--- config.mk ---
export PLATFORM = sky130hd
export DESIGN_NAME = instr_fetch_unit
export DESIGN_NICKNAME = d
export VERILOG_FILES = /design/src/rtl/instr_fetch_unit.sv
export SDC_FILE = /design/constraint.sdc
export NUM_CORES = 1
export LEC_CHECK = 0
export ABC_AREA = 1
export CAP_MARGIN = 15
export CELL_PAD_IN_SITES_DETAIL_PLACEMENT = 0
export CELL_PAD_IN_SITES_GLOBAL_PLACEMENT = 2
export CORE_UTILIZATION = 32
export DETAILED_ROUTE_END_ITERATION = 8
export GPL_TIMING_DRIVEN = 0
export PLACE_DENSITY = 0.84
export REMOVE_ABC_BUFFERS = 1
export SKIP_CTS_REPAIR_TIMING = 1
export SLEW_MARGIN = 30
export SYNTH_ARGS = -nofsm -noshare
export SYNTH_HDL_FRONTEND = slang
export SYNTH_SLANG_ARGS = --single-unit
--- constraint.sdc ---
create_clock -name clk -period 5.7 [get_ports clk]
set_input_delay 0.57 -clock clk [delete_from_list [all_inputs] [get_ports clk]]
set_output_delay 0.57 -clock clk [all_outputs]
set_load 0.05 [all_outputs]
--- src/rtl/instr_fetch_unit.sv ---
// Instruction fetch front end for the Mini MIPS core.
// It owns the fetch PC and issues word-addressed reads to instruction memory
// through a valid/ready handshake. In-order responses go into a small buffer
// that decode drains as {pc, instruction}.
// A redirect loads a new fetch PC and throws away everything already fetched.
// It also throws away every response still in flight.
module instr_fetch_unit #(
    parameter int unsigned       ADDR_W   = 32,
    parameter int unsigned       DATA_W   = 32,
    parameter logic [ADDR_W-1:0] RESET_PC = '0,
    parameter int unsigned       DEPTH    = 2
) (
    input  logic              clk,
    input  logic              rst_n,
    input  logic              redirect,
    input  logic [ADDR_W-1:0] redirect_pc,
    output logic              imem_req_valid,
    input  logic              imem_req_ready,
    output logic [ADDR_W-1:0] imem_req_addr,
    input  logic              imem_rsp_valid,
    input  logic [DATA_W-1:0] imem_rsp_data,
    output logic              inst_valid,
    input  logic              inst_ready,
    output logic [DATA_W-1:0] inst_data,
    output logic [ADDR_W-1:0] inst_pc
);

    localparam int unsigned PTR_W = (DEPTH > 1) ? $clog2(DEPTH) : 1;
    localparam int unsigned CNT_W = $clog2(DEPTH + 1);
    localparam int unsigned SUM_W = CNT_W + 1;

    typedef enum logic [1:0] {
        ST_BOOT  = 2'd0,
        ST_RUN   = 2'd1,
        ST_FLUSH = 2'd2
    } state_t;

    state_t             r_state;
    state_t             w_state_next;

    logic [ADDR_W-1:0]  r_fetch_pc;
    logic [CNT_W-1:0]   r_outstanding;
    logic [CNT_W-1:0]   r_drop_cnt;

    logic [DATA_W-1:0]  r_buf_data [DEPTH];
    logic [ADDR_W-1:0]  r_buf_pc   [DEPTH];
    logic [PTR_W-1:0]   r_head;
    logic [PTR_W-1:0]   r_tail;
    logic [CNT_W-1:0]   r_count;

    logic               w_pop;
    logic [SUM_W-1:0]   w_used;
    logic               w_accept;
    logic               w_rsp;
    logic               w_rsp_drop;
    logic               w_push;
    logic               w_drop_dec;
    logic [CNT_W-1:0]   w_out_next;
    logic [CNT_W-1:0]   w_drop_next;
    logic [ADDR_W-1:0]  w_rsp_pc;

    assign inst_valid    = (r_count != '0);
    assign inst_data     = r_buf_data[r_head];
    assign inst_pc       = r_buf_pc[r_head];
    assign imem_req_addr = r_fetch_pc;

    assign w_pop = inst_valid && inst_ready;

    // An entry popped this cycle frees its slot at once.
    // This lets a 1-cycle memory stream without bubbles at DEPTH=2.
    assign w_used = SUM_W'(r_outstanding) + SUM_W'(r_count) - SUM_W'(w_pop);

    assign imem_req_valid = (r_state == ST_RUN) && !redirect && (w_used < SUM_W'(DEPTH));
    assign w_accept       = imem_req_valid && imem_req_ready;

    // A response with nothing outstanding is spurious and is ignored.
    assign w_rsp      = imem_rsp_valid && (r_outstanding != '0);
    assign w_rsp_drop = w_rsp && (redirect || (r_drop_cnt != '0));
    assign w_push     = w_rsp && !w_rsp_drop;
    assign w_drop_dec = w_rsp && (r_drop_cnt != '0);

    assign w_out_next  = r_outstanding + CNT_W'(w_accept) - CNT_W'(w_rsp);
    assign w_drop_next = redirect ? w_out_next : (r_drop_cnt - CNT_W'(w_drop_dec));

    // A push only happens when nothing is waiting to be dropped.
    // At that point every outstanding request belongs to the current stream,
    // and those requests sit at consecutive addresses ending just below fetch PC.
    // So the PC of the oldest one can be computed instead of stored per request.
    assign w_rsp_pc = r_fetch_pc - ADDR_W'(r_outstanding);

    // FSM state register
    always_ff @(posedge clk or negedge rst_n) begin
        if (!rst_n) begin
            r_state <= ST_BOOT;
        end else begin
            r_state <= w_state_next;
        end
    end

    // FSM next state: flush while stale responses are still owed
    always_comb begin
        w_state_next = r_state;
        unique case (r_state)
            ST_BOOT: begin
                w_state_next = ST_RUN;
            end
            ST_RUN: begin
                if (redirect && (w_drop_next != '0)) begin
                    w_state_next = ST_FLUSH;
                end
            end
            ST_FLUSH: begin
                if (w_drop_next == '0) begin
                    w_state_next = ST_RUN;
                end
            end
            default: begin
                w_state_next = ST_BOOT;
            end
        endcase
    end

    // Fetch PC, in-flight request count and drop count
    always_ff @(posedge clk or negedge rst_n) begin
        if (!rst_n) begin
            r_fetch_pc    <= RESET_PC;
            r_outstanding <= '0;
            r_drop_cnt    <= '0;
        end else begin
            r_outstanding <= w_out_next;
            r_drop_cnt    <= w_drop_next;
            if (redirect) begin
                r_fetch_pc <= redirect_pc;
            end else if (w_accept) begin
                r_fetch_pc <= r_fetch_pc + ADDR_W'(1);
            end
        end
    end

    // Instruction buffer: circular FIFO of {pc, data}, emptied on redirect
    always_ff @(posedge clk or negedge rst_n) begin
        if (!rst_n) begin
            for (int unsigned i = 0; i < DEPTH; i++) begin
                r_buf_data[i] <= '0;
                r_buf_pc[i]   <= '0;
            end
            r_head  <= '0;
            r_tail  <= '0;
            r_count <= '0;
        end else begin
            if (w_push) begin
                r_buf_data[r_tail] <= imem_rsp_data;
                r_buf_pc[r_tail]   <= w_rsp_pc;
            end
            if (redirect) begin
                r_head  <= '0;
                r_tail  <= '0;
                r_count <= '0;
            end else begin
                if (w_pop) begin
                    r_head <= r_head + PTR_W'(1);
                end
                if (w_push) begin
                    r_tail <= r_tail + PTR_W'(1);
                end
                r_count <= r_count + CNT_W'(w_push) - CNT_W'(w_pop);
            end
        end
    end

endmodule

==> results.py <==
metrics = {
    "outcome": {
        "status": "finished, final reports clean",
    },
    "clock_network": {
        "cts_tree": "done",
        "clk-insertion-delay-late_ns": 0.44,
        "cts_buffers": 17,
        "clk_transition_reported_paths_ns": 0.08,
        "root_buffer": "clkbuf_16",
        "cts_sinks": 170,
        "htree_levels": 4,
        "clk_path_buf_depth": 2,
    },
    "route": {
        "firstDrtPassIters": 7,
        "drt_wl_total_um": 27770,
        "avgRoutedWirePerCell_um": 14.80,
        "drt_iter0_drc": 638,
        "via_count": 8620,
        "ant_nets": 0,
        "drc": 0,
        "vias_per_cell": 4.592,
    },
    "global_routing": {
        "overflow": 0,
        "grt_use_total_pct": 19.03,
        "grt_max_degree": 77,
        "antenna_found_initial": 0,
        "grt_pass1_vias": 8420,
        "grt_pass1_wl_um": 45290,
    },
    "timing": {
        "worst_pin_slew_ns": 0.8043,
        "clock_skew_ns": 0.01772,
        "clock.fmax_ghz": 0.2722,
        "maxSlewHeadroom_pct": 46.25,
        "rsz0062_at_grt": "no",
        "period_share_pct": 64.44,
        "final_max_slew_viol_count": 0,
        "whs_ns": 0.4723,
        "setup_viol": 0,
        "hold_viol": 0,
        "period_needed_ns": 3.673,
    },
    "min_path": {
        "hp-start": "redirect",
        "hold_path.class": "primary input to flip-flop",
    },
    "critical_path": {
        "end_kind": "output pin",
        "setup.worst_path.class": "flip-flop to output pin",
        "arrival_ns": 3.10,
        "crit-reg2reg-launch": "r_count[1]",
        "crit_path_max_fanout": 3,
        "critPathLaunchType": "flip-flop",
        "critPathRequiredTime_ns": 5.13,
        "critPathLaunch": "r_count[1]",
    },
    "layout": {
        "final_cell_area_um2": 12010,
        "n_fill_cell": 3078,
        "multiInputGateArea_um2": 4413,
        "utilization_pct": 41.49,
        "register_area_um2": 4258,
        "area_delta_synth_final_pct": 26.81,
        "diodes": 0,
        "num-nets-final": 1562,
        "drive_above_1_share_pct": 4.555,
    },
    "power_and_ir_drop": {
        "switching_power_mw": 3.191,
        "internal_power_mw": 3.358,
        "combPwrFrac_pct": 50.3,
        "p_per_area_nw_per_um2": 545.5,
        "switching_share_pct": 48.72,
        "p_leak_nw": 5.832,
        "pwr-share-clk_pct": 17.7,
        "power.total_mw": 6.549,
        "power_frac_seq_pct": 32.1,
        "peakVddDrop_mv": 0.2344,
    },
    "floorplan": {
        "core_area_um2": 28940,
        "rows": 62,
        "die_x_um": 174.0,
        "boundaryPins": 168,
        "start_util_pct": 32.72,
        "chipHeight_um": 174.0,
        "dieArea_um2": 30280,
    },
    "synth": {
        "yosysTopAreaCellShare_pct": 44.93,
        "synth.most_common_cell": "nand2_1",
        "synth_edf_count": 0,
        "synth-seq-cells": 170,
        "syn_inst": 1355,
        "yosys-top-cells-area": "dfrtp_1 45%, nand2_1 25%, nor2_1 4.6%",
        "synth.cell_area_um2": 9468,
        "ys_seq_area_share_pct": 44.93,
        "synth.distinct_cells": 30,
        "syn_area_per_cell_um2": 6.987,
        "async_flop_share_pct": 100.0,
        "synth_flop_cell": "dfrtp_1",
        "yosys_warnings": 0,
        "synth_top_area_cell": "dfrtp_1",
        "synth_common_cells": "624 x nand2_1, 170 x dfrtp_1, 115 x nor2_1, 102 x inv_1, 76 x o21ai_0",
    },
    "place": {
        "gp_congestion": 0.8291,
        "port_buffers": 167,
        "dpl.hpwl_um": 19350,
        "postPlaceCellArea_um2": 11410,
    },
    "flow_run": {
        "maxCapViolCount": 0,
    },
}
-- cells in the final DEF (no fill, tap or decap), drive strengths merged --
master         instances
a21oi                  1
a31oi                  1
and2                   1
buf                    9
clkbuf                18
clkdlybuf4s50        165
clkinv                 5
clkinvlp               3
dfrtp                170
dlygate4sd3            1
fa                     2
ha                    10
inv                  114
nand2                627
nand3                 72
nand3b                 1
nand4                  7
nor2                 127
o21a                   1
o21ai                127
or2                    1
xnor2                  4
xor2                  26
-- stage by stage --
step	setup slack [ns]	std cells	setup TNS, ns
2_1_floorplan	1.501	1286	0
3_3_place_gp	-3.313	1837	-589.75
3_5_place_dp	1.933	1844	0
4_1_cts	1.967	1876	0
5_1_grt	1.823	1877	0
6_report	2.027	1877	0
-- sequential cells by signal (all words and copies together), names as in the netlist --
| signal | cells |
|---|---|
| r_drop_cnt | 2 |
| r_buf_data | 64 |
| imem_req_addr | 32 |
| r_buf_pc | 64 |
| r_outstanding | 2 |
| r_state | 2 |
| r_tail | 1 |
| r_head | 1 |
| r_count | 2 |
-- final cells by class --
cell class | count | area share (%)
clock buffers | 18 | 3.658
clock inverters | 14 | 1.240
inverters | 108 | 3.460
multi-input cells | 1008 | 36.75
flip-flops and latches | 170 | 35.46
well taps | 384 | 4.002
repair buffers | 175 | 15.42
-- kinds of logic after synthesis --
logic type	synth area share, %
AND/OR/NAND/NOR	35.17
buffers and inverters	8.458
flip-flops	44.93
AO/OA/AOI/OAI	6.925
XOR/XNOR	2.775
adder cells (fa/ha/maj)	1.744
-- final timing paths --
check,slack [ns],end,cells past startpoint
setup / recovery,2.03,imem_req_valid,11
hold / removal,0.47,imem_req_addr[20],3
setup reg to reg,2.38,r_state[0],19
hold reg to reg,0.48,r_buf_pc[59],2
max in group asynchronous,4.11,r_buf_pc[18],4
min in group asynchronous,0.58,r_buf_data[58],2
-- worst max-delay path, cell delays in order (launching register included) --
cell             delay, ns
dfrtp_1               0.39
inv_1                 0.08
nand2_1               0.07
nand2_1               0.10
inv_1                 0.07
ha_1                  0.27
inv_1                 0.05
nand2_1               0.05
fa_1                  0.48
nand3_1               0.09
nor2_2                0.19
clkdlybuf4s50_1       0.83
-- power by group through the flow --
| stage | logic [mW] | registers [mW] | clock network, mW |
|---|---|---|---|
| 2_1_floorplan | 2.02 | 2.19 | 0 |
| 3_3_place_gp | 3.22 | 2.16 | 0 |
| 3_5_place_dp | 3.33 | 2.12 | 0 |
| 4_1_cts | 3.34 | 2.10 | 1.20 |
| 5_1_grt | 3.60 | 2.17 | 1.24 |
| 6_report | 3.29 | 2.10 | 1.16 |
-- per-layer routing --
layer	up-vias	part of all wire (%)	track usage, %
met5	-	0	0
met4	0	1.7	5.738
met3	36	4.5	2.800
met2	228	44	30.47
met1	3932	49	26.46
li1	4424	-	-
Note: power is estimated with default switching activity, not from simulation.
